## config.mk

```make
export PLATFORM = sky130hd
export DESIGN_NAME = vid_fetch
export DESIGN_NICKNAME = d
export VERILOG_FILES = /design/src/rtl/vid_fetch.sv
export SDC_FILE = /design/constraint.sdc
export NUM_CORES = 1
export LEC_CHECK = 0
export CELL_PAD_IN_SITES_DETAIL_PLACEMENT = 1
export CELL_PAD_IN_SITES_GLOBAL_PLACEMENT = 1
export CORE_MARGIN = 2
export CORE_UTILIZATION = 51
export CTS_CLUSTER_DIAMETER = 50
export CTS_CLUSTER_SIZE = 14
export DETAILED_ROUTE_END_ITERATION = 7
export GPL_ROUTABILITY_DRIVEN = 0
export PLACE_DENSITY = 0.9
export SETUP_SLACK_MARGIN = 0.15
export SLEW_MARGIN = 30
export SYNTH_ARGS = -nofsm -noshare
export SYNTH_HDL_FRONTEND = slang
export SYNTH_SLANG_ARGS = --single-unit
```

## constraint.sdc

```tcl
create_clock -name clk -period 5.5 [get_ports clk]
set_clock_uncertainty 0.15 [all_clocks]
set_input_delay 1.1 -clock clk [delete_from_list [all_inputs] [get_ports clk]]
set_output_delay 1.1 -clock clk [all_outputs]
set_load 0.005 [all_outputs]
```

## src/rtl/vid_fetch.sv

```systemverilog
// ---------------------------------------------------------------------------
// vid_fetch -- framebuffer prefetcher for the display controller read port.
//
// Fetches the frame sequentially from SDRAM in BURST-word bursts into a
// DEPTH-word FIFO. The display controller pops one 32-bit word per vid_req.
// A rising edge on vsync restarts the frame from BASE_ADDR.
//
// Optional build macro: VID_FETCH_STATS_EN adds the underflow_cnt output.
// This output holds the previous frame's count of underflow pops.
//
// Ports:
//   clk, rst_n        clock (rising edge), asynchronous active-low reset
//   ce                clock enable; state is frozen while low
//   vsync             display vsync; rising edge = frame start
//   vid_req           pop one word from the FIFO
//   viddata[31:0]     FIFO head word (registered)
//   mem_rd_req        burst request to the SDRAM arbiter, held until mem_ack
//   mem_addr[AW-1:0]  burst start word address
//   mem_ack           arbiter accepted the burst request
//   mem_rd_valid      one returned burst word on mem_rd_data
//   mem_rd_data[31:0] returned burst data
//   underflow         sticky flag: pop while empty; cleared at frame start
//   underflow_cnt     (VID_FETCH_STATS_EN only) previous frame's underflow pops
// ---------------------------------------------------------------------------
module vid_fetch #(
    parameter int              DEPTH       = 16,
    parameter int              BURST       = 8,
    parameter int              AW          = 24,
    parameter logic [AW-1:0]   BASE_ADDR   = '0,
    parameter int              FRAME_WORDS = 153600
) (
    input  logic          clk,
    input  logic          rst_n,
    input  logic          ce,
    input  logic          vsync,
    input  logic          vid_req,
    output logic [31:0]   viddata,
    output logic          mem_rd_req,
    output logic [AW-1:0] mem_addr,
    input  logic          mem_ack,
    input  logic          mem_rd_valid,
    input  logic [31:0]   mem_rd_data,
`ifdef VID_FETCH_STATS_EN
    output logic [15:0]   underflow_cnt,
`endif
    output logic          underflow
);

    localparam int PW = $clog2(DEPTH);
    localparam int CW = PW + 1;
    localparam int IW = $clog2(BURST) + 1;
    localparam int FW = $clog2(FRAME_WORDS + 1);

    typedef enum logic [1:0] {S_IDLE, S_REQ, S_DATA, S_FLUSH} state_t;

    state_t          state_q, state_d;
    logic [CW-1:0]   count_q, count_d;
    logic [PW-1:0]   wr_ptr_q, wr_ptr_d;
    logic [PW-1:0]   rd_ptr_q, rd_ptr_d;
    logic [IW-1:0]   inflight_q, inflight_d;
    logic [AW-1:0]   addr_q, addr_d;
    logic [FW-1:0]   fetched_q, fetched_d;
    logic            vsync_q, vsync_d;
    logic            underflow_q, underflow_d;
    logic            mem_rd_req_q, mem_rd_req_d;
    logic [31:0]     viddata_q, viddata_d;
    logic [31:0]     mem_q [DEPTH];

    logic            frame_start, push, pop, ul_pop, ret_word;
    logic [31:0]     free_words;

`ifdef VID_FETCH_STATS_EN
    logic [15:0]     ul_live_q, ul_live_d;
    logic [15:0]     ul_hold_q, ul_hold_d;
`endif

    always_comb begin
        frame_start = ce & vsync & ~vsync_q;
        // Only words of a live burst enter the FIFO; flushed words are dropped.
        push        = ce & mem_rd_valid & (state_q == S_DATA) & ~frame_start;
        pop         = ce & vid_req & (count_q != '0) & ~frame_start;
        ul_pop      = ce & vid_req & (count_q == '0) & ~frame_start;
        // Any returned word, kept or discarded, retires one in-flight credit.
        ret_word    = ce & mem_rd_valid & ((state_q == S_DATA) | (state_q == S_FLUSH));
        // Free space net of words already promised by an outstanding burst.
        free_words  = 32'(DEPTH) - 32'(count_q) - 32'(inflight_q);

        state_d      = state_q;
        count_d      = count_q;
        wr_ptr_d     = wr_ptr_q;
        rd_ptr_d     = rd_ptr_q;
        inflight_d   = inflight_q;
        addr_d       = addr_q;
        fetched_d    = fetched_q;
        vsync_d      = vsync_q;
        underflow_d  = underflow_q;
        mem_rd_req_d = mem_rd_req_q;
        viddata_d    = viddata_q;
`ifdef VID_FETCH_STATS_EN
        ul_live_d    = ul_live_q;
        ul_hold_d    = ul_hold_q;
`endif

        if (ce) begin
            vsync_d = vsync;
            if (push) wr_ptr_d = wr_ptr_q + PW'(1);
            if (pop)  rd_ptr_d = rd_ptr_q + PW'(1);
            count_d = count_q + CW'(push) - CW'(pop);
            if (ul_pop)   underflow_d = 1'b1;
            if (ret_word) inflight_d  = inflight_q - IW'(1);

            unique case (state_q)
                S_IDLE: begin
                    if (!frame_start && free_words >= 32'(BURST) &&
                        fetched_q < FW'(FRAME_WORDS))
                        state_d = S_REQ;
                end
                S_REQ: begin
                    if (mem_ack) begin
                        addr_d     = addr_q + AW'(BURST);
                        fetched_d  = fetched_q + FW'(BURST);
                        inflight_d = IW'(BURST);
                        state_d    = frame_start ? S_FLUSH : S_DATA;
                    end else if (frame_start) begin
                        state_d = S_IDLE;
                    end
                end
                S_DATA: begin
                    if (inflight_d == '0)  state_d = S_IDLE;
                    else if (frame_start)  state_d = S_FLUSH;
                end
                S_FLUSH: begin
                    if (inflight_d == '0)  state_d = S_IDLE;
                end
                default: state_d = S_IDLE;
            endcase

`ifdef VID_FETCH_STATS_EN
            if (ul_pop && ul_live_q != 16'hFFFF) ul_live_d = ul_live_q + 16'd1;
`endif

            if (frame_start) begin
                count_d     = '0;
                wr_ptr_d    = '0;
                rd_ptr_d    = '0;
                addr_d      = BASE_ADDR;
                fetched_d   = '0;
                underflow_d = 1'b0;
`ifdef VID_FETCH_STATS_EN
                ul_hold_d   = ul_live_q;
                ul_live_d   = '0;
`endif
            end

            mem_rd_req_d = (state_d == S_REQ);

            // Preload the next head word. Bypass the array when the word being
            // written this cycle becomes the head. When empty, hold the last value.
            if (count_d != '0)
                viddata_d = (push && wr_ptr_q == rd_ptr_d) ? mem_rd_data : mem_q[rd_ptr_d];
        end
    end

    always_ff @(posedge clk or negedge rst_n) begin
        if (!rst_n) begin
            state_q      <= S_IDLE;
            count_q      <= '0;
            wr_ptr_q     <= '0;
            rd_ptr_q     <= '0;
            inflight_q   <= '0;
            addr_q       <= BASE_ADDR;
            fetched_q    <= '0;
            vsync_q      <= 1'b0;
            underflow_q  <= 1'b0;
            mem_rd_req_q <= 1'b0;
            viddata_q    <= '0;
        end else begin
            state_q      <= state_d;
            count_q      <= count_d;
            wr_ptr_q     <= wr_ptr_d;
            rd_ptr_q     <= rd_ptr_d;
            inflight_q   <= inflight_d;
            addr_q       <= addr_d;
            fetched_q    <= fetched_d;
            vsync_q      <= vsync_d;
            underflow_q  <= underflow_d;
            mem_rd_req_q <= mem_rd_req_d;
            viddata_q    <= viddata_d;
        end
    end

    always_ff @(posedge clk) begin
        if (push) mem_q[wr_ptr_q] <= mem_rd_data;
    end

`ifdef VID_FETCH_STATS_EN
    always_ff @(posedge clk or negedge rst_n) begin
        if (!rst_n) begin
            ul_live_q <= '0;
            ul_hold_q <= '0;
        end else begin
            ul_live_q <= ul_live_d;
            ul_hold_q <= ul_hold_d;
        end
    end

    assign underflow_cnt = ul_hold_q;
`endif

    assign viddata    = viddata_q;
    assign mem_rd_req = mem_rd_req_q;
    assign mem_addr   = addr_q;
    assign underflow  = underflow_q;

endmodule
```

Yosys cells after proc, flatten, opt, wreduce, memory -nomap -nowiden --
Memory sizes are Yosys's and may differ from the RTL's. A register that Yosys moved wholly into a read port is not among the register bits. Index checks and enable logic that the tools add are counted.
Cells by class: $add $sub $neg 9, magnitude comparators 2, eq/ne operators 4, mux-type cells 30, bitwise logic cells 14, reductions and logical operators 17
Operator list (number):
- two-way mux 24 bit | 3
- two-way mux 18 bit | 3
- two-way mux 4 bit | 9
- >= comparator 32 x 4 -> 1 bit, second input constant | 1
- adder 24 x 4 -> 24 bit, second input constant | 1
- adder 18 x 4 -> 18 bit, second input constant | 1
- less-than comparator 18 bit, second input constant | 1
- two-way mux 2 bit | 7
- bitwise AND 1 bit | 11
- two-way mux 5 bit | 2
- nonzero test 5 bit | 2
- adder 4 x 1 -> 4 bit, second input constant | 2
- one-hot mux 2 bit (4 select lines) | 1
- nonzero test 2 bit | 4
- subtractor 6 x 5 -> 7 bit | 1
- AND reduction 2 bit | 3
- subtractor 5 x 5 -> 6 bit, first input constant | 1
- adder 5 x 1 -> 5 bit | 1
- logical NOT 5 bit | 1
- two-way mux 1 bit | 5
- subtractor 5 x 1 -> 5 bit | 1
- == test 2 x 1 -> 1 bit, second input constant | 2
- == test 2 bit, second input constant | 2
- logical NOT 4 bit | 1
- other kinds (7) | 10
Word-level totals: bits in registers 64, memory bits (writable) 512, input bits 39, output and inout bits 58, memories kept 1
Memories:
- mem_q | depth 16, width 32, read ports 1, clocked after memory_dff 1, write ports 1, line 67 | logic [31:0] mem_q [DEPTH];

Longest topological paths before layout --
Gate-level depths: netlist (run 1).
word-level depth 10, mapped depth 19, depth with buffers taken out 17

Worst setup path after synthesis (run 1) --
No wires, ideal clock.
path kind in2reg, from in ce, to reg viddata_q[18] (netlist: viddata[18]) (read register of mem_q), data arrival time 4.633 ns, required time 5.224 ns, path slack 0.591 ns, cell stages on the path 16, buffers on the path 5, path through and3b_1 buf_2 clkbuf_1 buf_1 nor2_1 ha_1 inv_1 ha_1 fa_1 xnor2_1 or3_1 o311ai_1 clkbuf_1 clkbuf_1 a211oi_1 a221o_1
On the way: word-level cells in the longest chain between the ends 10, elaborated cells on any way between the ends 18, those cells by class add/sub: 2; mux: 5; bitwise: 9; reduce/logical: 2
RTL lines:
- start, declared | line 34 | input logic ce,
- bitwise AND 1 bit (2 in series) | line 78 | frame_start = ce & vsync & ~vsync_q;
- NOT 1 bit | line 80, 81
- bitwise AND 1 bit | line 80 | push = ce & mem_rd_valid & (state_q == S_DATA) & ~frame_start;
- adder 5 x 1 -> 5 bit | line 108 | count_d = count_q + CW'(push) - CW'(pop);
- subtractor 5 x 1 -> 5 bit | line 108
- two-way mux 5 bit | line 142 | if (frame_start) begin
- two-way mux 5 bit | line 104 | if (ce) begin
- nonzero test 5 bit | line 159 | if (count_d != '0)
- AND reduction 2 bit (no source line)
- end, declared | line 66 | logic [31:0] viddata_q, viddata_d;
Several ways; a longest one is shown, not always the timed one. The select of a mux whose other input is x is not followed. A chain may end at the register's enable or synchronous reset.

Worst setup path after layout (run 1) --
from reg count_q[1], to reg viddata_q[4] (netlist: viddata[4]) (read register of mem_q)
On the way: word-level cells in the longest chain between the ends 8, elaborated cells on any way between the ends 12, those cells by class add/sub: 2; mux: 5; bitwise: 2; reduce/logical: 3
RTL lines:
- start, declared | line 57 | logic [CW-1:0] count_q, count_d;
- start signal, assigned | line 179 | count_q <= count_d;
- parallel branches: the longest is 8 deep, another holds adder 5 x 1 -> 5 bit
Several ways; the timed one is not identified. The select of a mux whose other input is x is not followed.

==> flow_metrics.py, run 1 <==
metrics = {
    "sta": {
        "period_needed_ns": 4.89,
        "relSlewSlack_pct": 32.2,
        "final.setup.tns_ns": 0,
        "max_freq_mhz": 204,
        "timing.final.ws_setup_ns": 0.609,
        "hold_viol_final": 0,
        "fin_crit_sh_pct": 88.9,
        "drv_slew": 0,
        "rsz0062_at_grt": "no",
        "worst_pin_slew_ns": 1.01,
        "setup_violations": 0,
    },
    "worst_setup_path": {
        "critPathArrivalTime_ns": 5.28,
        "slowest_delay_ns": 0.80,
        "cp.required_ns": 5.89,
        "end_kind": "flop",
        "crit_chain": "inv_1, ha_1, and2_1, ha_1, nand3b_1, nor2_1, ha_1, inv_1, ha_1, fa_1, nand2b_1, a21oi_1, nor2_1, xnor2_1, o311ai_4, a211oi_4, buf_4, a221o_1",
        "r2r_end": "viddata[4]",
        "cpMaxStageDelayCell": "a211oi_4",
        "crit_buf_inv": 3,
        "cp_max_fo": 20,
        "crit_top_cell": "ha_1",
        "rr_worst_depth": 18,
        "critPathLaunchType": "flop",
        "crit_family": "adder cells",
        "r2r_start": "count_q[1]",
        "r2r_setup_slack_ns": 0.61,
        "path_class": "reg -> reg",
        "cp_num_cells": 18,
    },
    "final_layout": {
        "final_core_util_pct": 58.9,
        "drive_gt1_share_pct": 9.21,
        "final_nets": 1928,
        "syn2layout_area_growth_pct": 14.0,
        "num-fill-cells": 4489,
    },
    "route": {
        "firstDrtPassIters": 6,
        "drt-initial-drc-count": 1779,
        "wl_per_cell_um": 28.3,
        "drc_errors": 0,
        "finalWirelength_um": 71600,
        "avgViaCountPerCell": 6.46,
        "antenna_left": 0,
        "num_vias": 16300,
    },
    "global_route": {
        "grtUsageTotal_pct": 28.5,
        "gr-total-overflow": 0,
        "grt_pass1_wl_um": 108000,
        "antenna_found_initial": 2,
        "grt_max_degree": 164,
        "grt_pass1_vias": 17700,
    },
    "pwr": {
        "clockPowerShare_pct": 27.9,
        "pwr-share-seq_pct": 39.6,
        "p_sw_w": 0.00474,
        "p_leak_nw": 9.57,
        "power.share.combinational_pct": 32.5,
        "p_sw_share_pct": 34.7,
        "internal_power_w": 0.00893,
        "powerDensity_nw_per_um2": 486,
        "ir_drop_v": 0.000399,
    },
    "clock_tree": {
        "cts_post_setup_buffers_inserted": 0,
        "numCtsBuffers": 55,
        "postCtsHoldBufs": 0,
        "clk_latency_ns": 0.62,
        "cts_max_level": 2,
        "clock_path_buffers": 3,
        "post_cts_resized": 0,
        "path_clk_slew_ns": 0.06,
        "cts_tree": "done",
        "root_buffer": "clkbuf_16",
        "cts_sinks": 602,
    },
    "logic_synthesis": {
        "synth_ff_type": "edfxtp_1",
        "synthCells": 1787,
        "yosysUniqueCellTypes": 66,
        "yosysSeqAreaShare_pct": 71.4,
        "syn_area_sq_um": 24700,
        "synth.avg_cell_area_sq_um": 13.8,
        "synth_edf_count": 512,
        "yosysWarnings": 0,
        "synthArstFlopShare_pct": 15.0,
        "ys_ff_latch": 602,
    },
    "floorplan": {
        "ios": 97,
        "die_area_sq_um": 50200,
        "chipHeight_um": 224,
        "die_width_um": 224,
        "rows": 80,
        "core_area_sq_um": 47700,
        "initial_core_util_pct": 51.7,
    },
    "min_path": {
        "min_to": "underflow",
        "holdCritStartpoint": "underflow",
        "hp-class": "reg -> reg",
        "min_path_cells": 2,
    },
    "placed_design": {
        "dp_hpwl_um": 40500,
        "numPortBuffers": 93,
        "dp_slack_ns": 0.158,
    },
    "job": {
        "maxCapViolCount": 0,
    },
    "outcome": {
        "status": "complete, no violations",
    },
}
-- worst reg2reg max path, cell delays in order, from the launching register on --
cell,delay [ns]
dfrtp_1,0.39
inv_1,0.17
ha_1,0.23
and2_1,0.15
ha_1,0.26
nand3b_1,0.25
nor2_1,0.07
ha_1,0.27
inv_1,0.04
ha_1,0.20
fa_1,0.41
nand2b_1,0.10
a21oi_1,0.07
nor2_1,0.13
xnor2_1,0.23
o311ai_4,0.17
a211oi_4,0.80
buf_4,0.51
a221o_1,0.24
-- cell type report --
cell class                      instances  area [sq um]  area share [%]
Antenna cell                            1          2.50         0.00889
Clock buffer                           86          1540            5.49
Clock inverter                         17           215           0.765
Inverter                               25           104           0.369
Multi-Input combinational cell       1038          6470            23.0
Sequential cell                       602         17600            62.6
Tap cell                              615           769            2.73
Timing Repair Buffer                  142          1420            5.03
-- how the worst max path moves through the flow --
stage	from	end	slack [ns]
final	count_q[1]	viddata[4]	0.61
after global routing	count_q[1]	viddata[29]	0.44
after CTS	count_q[1]	viddata[4]	0.66
after floorplan	ce	viddata[18]	0.59
after detailed placement	ce	viddata[9]	0.16
after global placement	vsync	viddata[29]	0.34
-- Yosys cell counts (all sizes together) (25+ instances only) --
library cell | count | area [sq um]
clkbuf | 41 | 154
a32oi | 35 | 307
dfrtp | 90 | 2250
mux2i | 31 | 310
edfxtp | 512 | 15400
a22oi | 96 | 741
nor2 | 69 | 259
a221o | 33 | 330
a211oi | 33 | 253
a21oi | 239 | 1240
a221oi | 29 | 254
buf | 83 | 547
inv | 25 | 98.8
nand2 | 290 | 1090
-- registers in the layout, summed over array words and instances, names as in the netlist --
| name | cells |
|---|---|
| mem_q | 512 |
| fetched_q | 15 |
| inflight_q | 4 |
| mem_addr | 21 |
| viddata | 32 |
| wr_ptr_q | 4 |
| vsync_q | 1 |
| state_q | 2 |
| underflow | 1 |
| rd_ptr_q | 4 |
| mem_rd_req | 1 |
| count_q | 5 |
-- metal layers --
layer / vias up / GRT usage (%) / part of all wire [%]
met2: 813 / 48.7 / 51
met1: 8362 / 35.8 / 38
li1: 6938 / - / -
met5: - / 0 / 0.022
met3: 211 / 4.55 / 7.2
met4: 2 / 13.6 / 4.2
-- logic make-up (layout without fill, tap and decap cells) --
| kind of cell | count (synthesis) | count (layout) | share of synthesized area, % |
|---|---|---|---|
| AO/OA/AOI/OAI | 497 | 497 | 13.5 |
| XOR/XNOR | 46 | 46 | 1.75 |
| adder cells (fa/ha/maj) | 25 | 25 | 1.33 |
| buffers and inverters | 149 | 270 | 3.24 |
| flip-flops | 602 | 602 | 71.4 |
| multiplexers | 32 | 32 | 1.30 |
| other | 1 | 4 | 0.0152 |
| AND/OR/NAND/NOR | 435 | 435 | 7.50 |
-- power by group through the flow --
stage                     combinational [W]  clock (W)  sequential, W
after floorplan                     0.00299          0        0.00540
after global placement              0.00398          0        0.00550
after detailed placement            0.00432          0        0.00550
after CTS                           0.00441    0.00385        0.00541
after global routing                0.00480    0.00399        0.00543
final                               0.00444    0.00381        0.00542
-- cell usage in the layout, fill, tap and decap left out, drive strengths merged, types with 5 or more instances in the layout --
master	n
edfxtp	512
nand2	290
a21oi	239
a22oi	96
clkdlybuf4s50	92
dfrtp	90
clkbuf	86
nor2	69
buf	50
a32oi	35
a221o	33
a211oi	33
mux2i	31
inv	31
a221oi	29
ha	23
xor2	23
xnor2	22
o21ai	18
nand3	17
nand4	11
or3	8
clkinv	8
and2	6
nor3	6
nand2b	5
-- metrics by stage --
step	instances	hold slack (ns)	power [W]	area, sq um
6_report	2526	0.370	0.0137	28100
5_1_grt	2526	0.397	0.0142	28100
4_1_cts	2524	0.370	0.0137	28100
3_5_place_dp	2421	0.371	0.00982	26400
3_3_place_gp	2421	0.337	0.00947	26400
2_1_floorplan	1789	0.336	0.00840	24700
Note: power is estimated with default switching activity, not from simulation.
==> run 2: changes to the inputs <==
RECOVER_POWER = 25   (was unset)
==> run 2 against run 1 <==
The run now ends with max-capacitance violations, max-slew violations left. Critical endpoint unchanged. Die area stayed put. Global-route usage stayed put. Setup slack got worse by 0.0012 ns.
==> flow_metrics.py, run 2 (synthesis results as in run 1) <==
metrics = {
    "clock_tree": {
        "clk_latency_ns": 0.62,
        "numCtsBuffers": 55,
        "cts_sinks": 602,
        "clock_path_buffers": 3,
        "postCtsHoldBufs": 0,
        "post_cts_resized": 0,
        "path_clk_slew_ns": 0.06,
        "cts_max_level": 2,
        "root_buffer": "clkbuf_16",
        "cts_post_setup_buffers_inserted": 0,
        "cts_tree": "done",
    },
    "global_route": {
        "grt_pass1_vias": 17700,
        "grtUsageTotal_pct": 28.5,
        "antenna_found_initial": 3,
        "grt_pass1_wl_um": 108000,
        "gr-total-overflow": 0,
        "grt_max_degree": 164,
    },
    "route": {
        "drt-initial-drc-count": 1845,
        "finalWirelength_um": 71700,
        "drc_errors": 0,
        "wl_per_cell_um": 28.4,
        "avgViaCountPerCell": 6.48,
        "num_vias": 16400,
        "antenna_left": 0,
        "firstDrtPassIters": 6,
    },
    "sta": {
        "setup_violations": 0,
        "worst_pin_slew_ns": 2.96,
        "max_freq_mhz": 204,
        "timing.final.ws_setup_ns": 0.608,
        "drv_slew": 38,
        "hold_slack_ns": 0.366,
        "fin_crit_sh_pct": 89.0,
        "final.setup.tns_ns": 0,
        "relSlewSlack_pct": -97.3,
        "period_needed_ns": 4.89,
        "rsz0062_at_grt": "no",
        "hold_viol_final": 0,
    },
    "worst_setup_path": {
        "path_class": "reg -> reg",
        "cp_max_fo": 20,
        "end_kind": "flop",
        "rr_worst_depth": 18,
        "critPathArrivalTime_ns": 5.29,
        "critPathLaunchType": "flop",
        "cp.required_ns": 5.89,
    },
    "final_layout": {
        "final_nets": 1928,
        "num-fill-cells": 4489,
        "largest_register_ffs": 512,
        "largest_register": "mem_q",
        "final_cell_mix": "edfxtp_1 (512), nand2_1 (290), a21oi_1 (228)",
        "drive_gt1_share_pct": 9.16,
        "layout_commonest_cell": "edfxtp_1",
        "syn2layout_area_growth_pct": 13.9,
    },
    "floorplan": {
        "core_area_sq_um": 47700,
        "rows": 80,
        "die_area_sq_um": 50200,
        "die_width_um": 224,
        "chipHeight_um": 224,
        "initial_core_util_pct": 51.7,
        "ios": 97,
    },
    "min_path": {
        "hp-class": "reg -> reg",
        "min_path_cells": 2,
    },
    "placed_design": {
        "dp_hpwl_um": 40500,
        "numPortBuffers": 93,
        "dp_slack_ns": 0.158,
    },
    "outcome": {
        "violations": "max-capacitance violations, max-slew violations",
        "status": "complete, but fails checks",
    },
    "pwr": {
        "p_leak_nw": 9.57,
        "ir_drop_v": 0.000400,
        "powerDensity_nw_per_um2": 486,
    },
    "job": {
        "maxCapViolCount": 1,
    },
}
run 2: cell types whose count changed in the layout (fill, tap and decap cells not counted):
cell,before,now
diode_2,1,2
clkbuf_1,27,28
dlygate4sd3_1,0,19
clkdlybuf4s50_1,92,73
buf_4,41,40
run 2: layout make-up:
cell class	count	area [sq um]	share of cell area, %
flip-flops and latches	602	17600	62.6
multi-input cells	1038	6470	23.0
clock buffers	86	1540	5.49
repair buffers	142	1410	5.02
well taps	615	769	2.73
clock inverters	17	215	0.765
inverters	25	104	0.369
diodes	2	5.00	0.0178
run 2: per-stage QoR:
| step | instance area, sq um | total power (W) | cells | util [%] |
|---|---|---|---|---|
| 3_5_place_dp | 26400 | 0.00982 | 2421 | 55.2 |
| 4_1_cts | 28100 | 0.0137 | 2524 | 58.9 |
| 3_3_place_gp | 26400 | 0.00947 | 2421 | 55.2 |
| 5_1_grt | 28100 | 0.0142 | 2527 | 58.9 |
| 6_report | 28100 | 0.0137 | 2527 | 58.9 |
| 2_1_floorplan | 24700 | 0.00840 | 1789 | - |
run 2: worst max-delay path, stage by stage, from the launching register on:
cell and delay (ns):
dfrtp_1 0.39, inv_1 0.17, ha_1 0.23, and2_1 0.15
ha_1 0.26, nand3b_1 0.25, nor2_1 0.07, ha_1 0.27
inv_1 0.04, ha_1 0.20, fa_1 0.41, nand2b_1 0.10
a21oi_1 0.07, nor2_1 0.13, xnor2_1 0.23, o311ai_4 0.17
a211oi_4 0.81, buf_4 0.50, a221o_1 0.23
run 2: path summary, 6_finish.rpt:
check                      startpoint      endpoint  slack (ns)
setup / recovery           count_q[1]    viddata[4]        0.61
hold reg to reg             underflow     underflow        0.37
min in group asynchronous       rst_n   viddata[26]        1.31
setup reg to reg           count_q[1]    viddata[4]        0.61
max in group asynchronous       rst_n  mem_addr[11]        1.93
hold / removal              underflow     underflow        0.37
run 2: metal layers:
layer  wire length, um  global-route usage, %  vias to the layer above
li1                  -                      -                     6933
met1             26900                   35.8                     8404
met2             36000                   48.7                      835
met3              5560                   4.55                      209
met4              3120                   13.6                        2
met5                16                      0                        -
run 2: where the power goes:
part | internal [W] | switching (W) | total [W]
Sequential | 0.00518 | 0.000242 | 0.00542
Clock | 0.00209 | 0.00172 | 0.00382
Combinational | 0.00166 | 0.00278 | 0.00443
Total | 0.00893 | 0.00474 | 0.0137
